$ cat src/rtl/binary_multiplier_unit_if.sv
// Handshake and operand/product bundle for the iterative unsigned multiplier.
// The requester drives start/A/B and observes P/busy/done.
interface binary_multiplier_unit_if #(
  parameter int unsigned N = 24
);
  logic           start;
  logic [N-1:0]   A;
  logic [N-1:0]   B;
  logic [2*N-1:0] P;
  logic           busy;
  logic           done;

  modport master (
    output start, A, B,
    input  P, busy, done
  );

  modport slave (
    input  start, A, B,
    output P, busy, done
  );
endinterface

$ cat src/rtl/binary_multiplier_unit.sv
// Unsigned N x N -> 2N shift-and-add multiplier: one adder, N RUN cycles per product,
// start/busy/done handshake, product register updated only on completion.
module binary_multiplier_unit #(
  parameter int unsigned N = 24
) (
  input logic                     clk,
  input logic                     rst_n,
  binary_multiplier_unit_if.slave bus
);

  localparam int unsigned W    = 2 * N;
  localparam int unsigned CntW = $clog2(N);

  typedef enum logic [1:0] {StIdle, StRun, StDone} state_e;

  state_e          state_q, state_d;
  logic [W-1:0]    mcand_q, mcand_d;
  logic [W-1:0]    acc_q, acc_d;
  logic [W-1:0]    p_q, p_d;
  logic [N-1:0]    mplier_q, mplier_d;
  logic [CntW-1:0] cnt_q, cnt_d;
  logic [W-1:0]    acc_sum;
  logic            last_iter;

  // Single adder: conditionally add the shifted multiplicand this iteration.
  assign acc_sum   = acc_q + (mplier_q[0] ? mcand_q : '0);
  assign last_iter = (cnt_q == CntW'(N - 1));

  // State register
  always_ff @(posedge clk or negedge rst_n) begin
    if (!rst_n) begin
      state_q <= StIdle;
    end else begin
      state_q <= state_d;
    end
  end

  // Next-state logic
  always_comb begin
    state_d = state_q;
    unique case (state_q)
      StIdle:  if (bus.start) state_d = StRun;
      StRun:   if (last_iter) state_d = StDone;
      StDone:  state_d = StIdle;
      default: state_d = StIdle;
    endcase
  end

  // Datapath next-state
  always_comb begin
    mcand_d  = mcand_q;
    mplier_d = mplier_q;
    acc_d    = acc_q;
    cnt_d    = cnt_q;
    p_d      = p_q;
    unique case (state_q)
      StIdle: begin
        if (bus.start) begin
          mcand_d  = {{N{1'b0}}, bus.A};
          mplier_d = bus.B;
          acc_d    = '0;
          cnt_d    = '0;
        end
      end
      StRun: begin
        acc_d    = acc_sum;
        mcand_d  = mcand_q << 1;
        mplier_d = mplier_q >> 1;
        cnt_d    = cnt_q + 1'b1;
        // P takes the completed sum in one step, never a partial value.
        if (last_iter) p_d = acc_sum;
      end
      default: ;
    endcase
  end

  always_ff @(posedge clk or negedge rst_n) begin
    if (!rst_n) begin
      mcand_q  <= '0;
      mplier_q <= '0;
      acc_q    <= '0;
      cnt_q    <= '0;
      p_q      <= '0;
    end else begin
      mcand_q  <= mcand_d;
      mplier_q <= mplier_d;
      acc_q    <= acc_d;
      cnt_q    <= cnt_d;
      p_q      <= p_d;
    end
  end

  // Outputs
  always_comb begin
    bus.busy = (state_q == StRun);
    bus.done = (state_q == StDone);
    bus.P    = p_q;
  end

endmodule

$ cat src/flat_wrapper.sv
// flat-port wrapper written by rule: the top's interface ports become plain ports
module binary_multiplier_unit_flat 
#(
  parameter int unsigned N = 24
)
  (clk, rst_n, bus_start, bus_A, bus_B, bus_P, bus_busy, bus_done);
  binary_multiplier_unit_if #(.N(N)) bus_i ();
  input logic clk;
  input logic rst_n;
  input wire logic [$bits(bus_i.start)-1:0] bus_start;
  input wire logic [$bits(bus_i.A)-1:0] bus_A;
  input wire logic [$bits(bus_i.B)-1:0] bus_B;
  output wire logic [$bits(bus_i.P)-1:0] bus_P;
  output wire logic [$bits(bus_i.busy)-1:0] bus_busy;
  output wire logic [$bits(bus_i.done)-1:0] bus_done;
  assign bus_i.start = bus_start;
  assign bus_i.A = bus_A;
  assign bus_i.B = bus_B;
  assign bus_P = bus_i.P;
  assign bus_busy = bus_i.busy;
  assign bus_done = bus_i.done;
  binary_multiplier_unit #(.N(N)) u_core (.clk(clk), .rst_n(rst_n), .bus(bus_i));
endmodule
$ cat config.mk
export PLATFORM = sky130hd
export DESIGN_NAME = binary_multiplier_unit_flat
export DESIGN_NICKNAME = d
export VERILOG_FILES = /design/src/rtl/binary_multiplier_unit_if.sv /design/src/rtl/binary_multiplier_unit.sv /design/src/flat_wrapper.sv
export SDC_FILE = /design/constraint.sdc
export NUM_CORES = 1
export LEC_CHECK = 0
export ABC_AREA = 1
export CAP_MARGIN = 0
export CORE_UTILIZATION = 59
export DETAILED_ROUTE_END_ITERATION = 10
export GPL_TIMING_DRIVEN = 0
export PLACE_DENSITY = 0.83
export SYNTH_ARGS = -nofsm -noshare
export SYNTH_HDL_FRONTEND = slang
export SYNTH_SLANG_ARGS = --single-unit
$ cat constraint.sdc
create_clock -name clk -period 2.9 [get_ports clk]
set_input_delay 0.29 -clock clk [delete_from_list [all_inputs] [get_ports clk]]
set_output_delay 0.29 -clock clk [all_outputs]
set_load 0.05 [all_outputs]
After elaboration in Yosys (flattened, before gate mapping)
Index checks and enable logic that the tools add are counted.
Widths: inputs -> output; s select.

storage, ports and cells
  register bits = 175
  bits of input ports = 51
  logic and storage cells = 30

operators by class
  $add $sub $neg = 2
  equality and inequality tests = 5
  multiplexer cells = 12
  reduce and logical (&&, ||, !) cells = 5

operators with widths
  operator             count
  $pmux 48 s2          2
  $mux 48              3
  $add 48x48->48       1
  $pmux 24 s2          1
  $mux 24              1
  $pmux 5 s2           1
  $reduce_and 2->1     3
  $add 5x1->5 const B  1
  $eq 5x5->1 const B   1
  $mux 5               1
  $mux 2               2
  $pmux 2 s2           1
  $eq 2x1->1 const B   1
  $eq 2x2->1 const B   1
  $logic_not 2->1      1
  $ne 2x1->1 const B   1
  $ne 2x2->1 const B   1
  $reduce_bool 2->1    1

Depth between registers and ports, before layout
  depth in word-level cells = 3
  gate-level depth with buffers = 17
  mapped depth without buffers = 16

Worst setup path before layout
No wires, ideal clock.

  path kind = flip-flop to flip-flop
  start = register u_core.mplier_q[0]
  end = register u_core.acc_q[40]
  arrival = 2141 ps
  data required time = 2782 ps
  setup slack = 640 ps
  cell stages (with the launch flop) = 16
  buffers on the path = 2
  clock period less this slack = 2260 ps
  cells stage by stage = dfrtp_1 > clkbuf_1 > clkbuf_1 > nand2_1 > inv_1 > ha_1 > nand2_1 > inv_1 > nand2_1 > nand2_1 > a21oi_1 > nor2_1 > nor2_1 > nand3_1 > nand3_1 > nand2_1

on the way
  word-level cells in the longest chain between the ends = 3

ends and longest elaborated chain
  element                 line                          source
  start, declared         binary_multiplier_unit.sv:20  logic [N-1:0] mplier_q, mplier_d;
  start signal, assigned  binary_multiplier_unit.sv:86  mplier_q <= mplier_d;
  $mux 48                 binary_multiplier_unit.sv:26  assign acc_sum = acc_q + (mplier_q[0] ? mcand_q : '0);
  $add 48x48->48          binary_multiplier_unit.sv:26
  $pmux 48 s2             binary_multiplier_unit.sv:56  unique case (state_q)
  end signal, assigned    binary_multiplier_unit.sv:81  acc_q <= '0;
  end signal, assigned    binary_multiplier_unit.sv:87  acc_q <= acc_d;
  end, declared           binary_multiplier_unit.sv:18  logic [W-1:0] acc_q, acc_d;

No other way between the ends.
A chain may end at the register's enable or synchronous reset.

Worst setup path in the final report
  start = register u_core.mplier_q[0]
  end = register u_core.p_q[40] (netlist: u_core.bus.P[40])

on the way
  word-level cells in the longest chain between the ends = 2

ends and longest elaborated chain
  element               line                          source
  $mux 48               binary_multiplier_unit.sv:26
  $add 48x48->48        binary_multiplier_unit.sv:26
  end signal, assigned  binary_multiplier_unit.sv:89  p_q <= p_d;
  end, declared         binary_multiplier_unit.sv:19  logic [W-1:0] p_q, p_d;

No other way between the ends.

==> run summary <==
The critical path required time came out at 3.23 ns. The capture instance of the worst register-to-register path is u_core.bus.P[40]$_DFFE_PN0P_. The post-layout net count is 1,919.

TritonCTS built the clock tree. Relative to the synthesized area, the layout overhead comes to 17.9%. The master of the slowest instance on the critical path is sky130_fd_sc_hd__dfrtp_1. Across every metal layer, demand over resource in global routing totals 34.8%. The synthesized design spends more area on one cell type than any other, namely sky130_fd_sc_hd__dfrtp_1.

The detailed router placed 11.1k vias in this run. Summing all non-filler instances in the final layout gives an area of 13,500 um2. The worst hold path terminates at u_core.mcand_q[0]$_DFFE_PN0P_. VDD sags by at most 603 uV. Including well taps, the total number of placed cells is 2,059. The reg2reg setup slack was 0.14 ns. A synthesized cell averages 6.72 um2.

Row generation in the floorplan step produced 50 rows. The critical path goes through clkbuf_4 -> nand2_1 -> inv_1 -> ha_1 -> fa_2 -> nand3_1 -> nand3_1 -> nand2_1 -> nand2_2 -> nand2_1 -> nand3_2 -> nand2_2 -> nand3_1 -> nand3_1 -> nand2_1. XOR/XNOR share of the synthesized area: 1.46%. The post-layout minimum cycle time came out at 2.76 ns. The clock network latency to the later pin of the worst-skew pair was 0.45 ns; the post-CTS clock slew at the launch and capture registers of the worst setup and hold paths was 0.08 ns. Based on the critical path, the design can be clocked at up to 362 MHz. Summed over all nets, the switching power comes to 7.41 mW. Counting every net in the synthesized netlist gives 1,798. The count of cells along the worst hold path came out at 3. The dominant combinational cell family by area after synthesis is simple AND/OR/NAND/NOR gates. For this run, the detailed router's first-pass iteration total came to 6. Total grt overflow: 0. Yosys printed 0 warnings. Of the total synthesized cell area, the portion taken by AND, OR, NAND and NOR gates is 36.1%. The tools report the nature of the critical path startpoint as a flip-flop.

The worst setup path is captured at a flip-flop. The via count of the first global-routing pass was 10.1k; the compound-gate portion of the synthesized area was 6.47%. The number of clock buffers added by TritonCTS is 17.

Pin placement for this block handled 101 I/O pins. 0 antenna diodes ended up in the layout. After legalization and detailed placement, the total HPWL measured 25.6 mm.

The cell area reported after detailed placement is 12,800 um2. The floorplan step set the die width to 141 um. Of the total power, the share spent switching nets is 50.2%. Dividing the detail-routed wire length by the instance count gives 15.8 um. The maximum level of the CTS H-tree is 4, and the post-synthesis register bit count is 175. By area the synthesized netlist is led by sky130_fd_sc_hd__dfrtp_1 38%, sky130_fd_sc_hd__nand2_1 23%, sky130_fd_sc_hd__inv_1 9.5%.

Of the total power, the clock network draws 16.0%. The DRC violation count after routing came out at 0. The number of buffers and inverters on the critical path is 2. The startpoint-to-endpoint class of the critical path is flip-flop to flip-flop.

The share of total power dissipated in combinational logic is 56.3%. Setup violations remaining at the end of the flow were counted as 0. Final max-slew violation count: 0. In the layout the commonest cells are 700 x sky130_fd_sc_hd__nand2_1, 290 x sky130_fd_sc_hd__inv_1, 175 x sky130_fd_sc_hd__dfrtp_1.

The ratio of cells with drive above 1 in the final layout came out at 9.01%. The worst hold path class is input pin to flip-flop. Clock sink count: 175. The total count of hold-check failures in the final report was 0; the number of cells traversed by the worst register-to-register path was 15. The most common cell after layout, fill and taps aside is sky130_fd_sc_hd__nand2_1. Part of the power in registers: 27.7%.

After Yosys synthesis, full adders, half adders and majority gates account for 5.44% of the synthesized area. Power spread over the standard cell area amounts to 1100 nW/um2. The count of input and output buffers works out to 100.

Grouping stages by cell kind, the critical path spends the most delay in simple AND/OR/NAND/NOR gates. After floorplanning, the core was sized to cover 18,800 um2. Setup repair after global routing could not meet its margin everywhere. The initial utilization of the core area, before any placement, comes to 60.6%.

The congestion estimate from routability-driven global placement came to 1.02. In this design, the stage delay of the slowest critical-path cell is 0.42 ns. The logs give 1,023 for the violation count after the first detailed-route iteration and 0 for the reported max-cap violation count. The deepest clock path buffer count was 2; the largest fanout of any net on the critical path was 10. Counting every instance in the synthesized netlist gives 1,698. Remaining max-slew budget at the tightest pin: 48.4%. The synthesized netlist occupies a cell area of 11,400 um2. Dividing the final minimum period by the clock period gives 95.1%.

For the final routed database, the setup TNS stands at 0 ns. The run finished with clean final reports. Internal power comes to 7.34 mW. The synthesized design devotes to its leading area cell type 38.4% of total area. Clock skew on the completed layout was measured at 0.0149 ns. The tree is rooted in a sky130_fd_sc_hd__clkbuf_16. The total stage count of the critical path is 15. Summed over all cells, the static leakage comes to 7.45 nW.

The vertical extent of the die was 141 um. In this run the remaining antenna-violating nets after routing total 0. Of the synthesized area, sequential elements account for 38.4%. The first global-routing pass estimated 52.6 mm of wire.

Data arrives at the worst endpoint at 3.09 ns. For this run, the number of standard cells in the final layout without fillers is 2,092. The worst hold path begins at bus_A[0]. The logs give 36 for the number of unique standard cell types used by synthesis and 92 for the pin count of the biggest net entering global routing. The worst slack on hold paths was 0.399 ns. The run gives 33.1 mm as the aggregate routed wire length. The startpoint identified for the worst register-to-register timing path is u_core.mplier_q[0]$_DFFE_PN0P_. The detail-routed via count per cell works out to 5.29. The slew at the pin with the worst max-slew slack came out at 0.774 ns. The number of antenna violations at the first check in global routing came out at 0. Buffers added to address setup during post-CTS repair amount to 0. The mux contribution to synthesized area was 0.0877%; the area of the die was 19,900 um2.
## metal layers
layer	part of all wire (%)	track usage (%)
met5	0	0
met3	8.5	7.00
met1	46	50.4
met2	43	51.6
met4	2.6	12.0
## through the flow
| step | total power, mW | utilization [%] | setup WS [ns] |
|---|---|---|---|
| 5_1_grt | 15.8 | 71.4 | -0.00918 |
| 3_5_place_dp | 12.2 | 67.8 | -0.287 |
| 4_1_cts | 14.6 | 71.1 | 0.00654 |
| 2_1_floorplan | 9.83 | - | 0.640 |
| 3_3_place_gp | 12.0 | 67.6 | -5.44 |
| 6_report | 14.7 | 71.4 | 0.141 |
## cell usage after synthesis, drive strengths merged
cell type	count
o22ai	23
a21o	1
nand3	123
a21oi	29
o21ai	46
o21bai	2
nor2	88
ha	48
xnor2	16
inv	311
and2	1
or2	5
nand2	727
buf	27
nand4	9
clkbuf	19
nand3b	11
fa	1
xor2	3
mux2i	1
dfrtp	175
nor3	5
a22o	1
o211ai	10
a22oi	14
clkinv	1
o31ai	1
## what timing repair did
item / CTS / global route
hold buffers: 1 / 0
endpoints found under the setup margin: 37 / 38
pin swaps: 0 / 1
endpoints found under the hold margin: 84 / 0
gates resized for setup: 3 / 24
## sequential cells by signal, indices dropped and copies added (netlist names)
signal	count
u_core.acc_q	48
u_core.mcand_q	48
u_core.state_q	2
u_core.cnt_q	5
u_core.bus.P	48
u_core.mplier_q	24
## cell type report
cell class | instances | area (um2)
Timing Repair Buffer | 102 | 1050
Sequential cell | 175 | 4380
Buffer | 46 | 215
Inverter | 312 | 1170
Fill cell | 1636 | 5380
Multi-Input combinational cell | 1165 | 5700
Clock buffer | 18 | 439
Tap cell | 260 | 325
Clock inverter | 14 | 170
## power groups by stage
stage,registers (mW),logic (mW),clock network (mW)
finish,4.09,8.30,2.36
global route,4.20,9.12,2.47
CTS,4.07,8.19,2.38
detailed placement,4.08,8.12,0
global placement,4.06,7.92,0
floorplan,4.68,5.15,0
## worst register-to-register path: stages, from the launching register on
cell and delay, ns:
sky130_fd_sc_hd__dfrtp_1 0.42, sky130_fd_sc_hd__clkbuf_4 0.23, sky130_fd_sc_hd__nand2_1 0.11, sky130_fd_sc_hd__inv_1 0.05, sky130_fd_sc_hd__ha_1 0.24, sky130_fd_sc_hd__fa_2 0.41
sky130_fd_sc_hd__nand3_1 0.09, sky130_fd_sc_hd__nand3_1 0.17, sky130_fd_sc_hd__nand2_1 0.13, sky130_fd_sc_hd__nand2_2 0.08, sky130_fd_sc_hd__nand2_1 0.08, sky130_fd_sc_hd__nand3_2 0.17
sky130_fd_sc_hd__nand2_2 0.16, sky130_fd_sc_hd__nand3_1 0.11, sky130_fd_sc_hd__nand3_1 0.12, sky130_fd_sc_hd__nand2_1 0.07
## worst max path at each step
stage | from | endpoint | slack, ns
detailed placement | u_core.mplier_q[0]$_DFFE_PN0P_ | u_core.bus.P[44]$_DFFE_PN0P_ | -0.29
global route | u_core.mplier_q[0]$_DFFE_PN0P_ | u_core.bus.P[46]$_DFFE_PN0P_ | -0.009
global placement | rst_n | u_core.mcand_q[30]$_DFFE_PN0P_ | -5.44
floorplan | u_core.mplier_q[0]$_DFFE_PN0P_ | u_core.acc_q[40]$_DFFE_PN0P_ | 0.64
finish | u_core.mplier_q[0]$_DFFE_PN0P_ | u_core.bus.P[40]$_DFFE_PN0P_ | 0.14
CTS | u_core.mplier_q[0]$_DFFE_PN0P_ | u_core.acc_q[44]$_DFFE_PN0P_ | 0.007
## cell families (layout without fill, tap and decap cells)
kind of cell | after synthesis | in the layout
AOI/OAI and AO/OA | 127 | 127
xor gates and xnor gates | 19 | 19
adders and majority gates | 49 | 49
buffers and inverters | 358 | 492
DFF | 175 | 175
muxes | 1 | 1
and+or+nand+nor | 969 | 969
No activity file was read; power rests on OpenSTA's default activity.
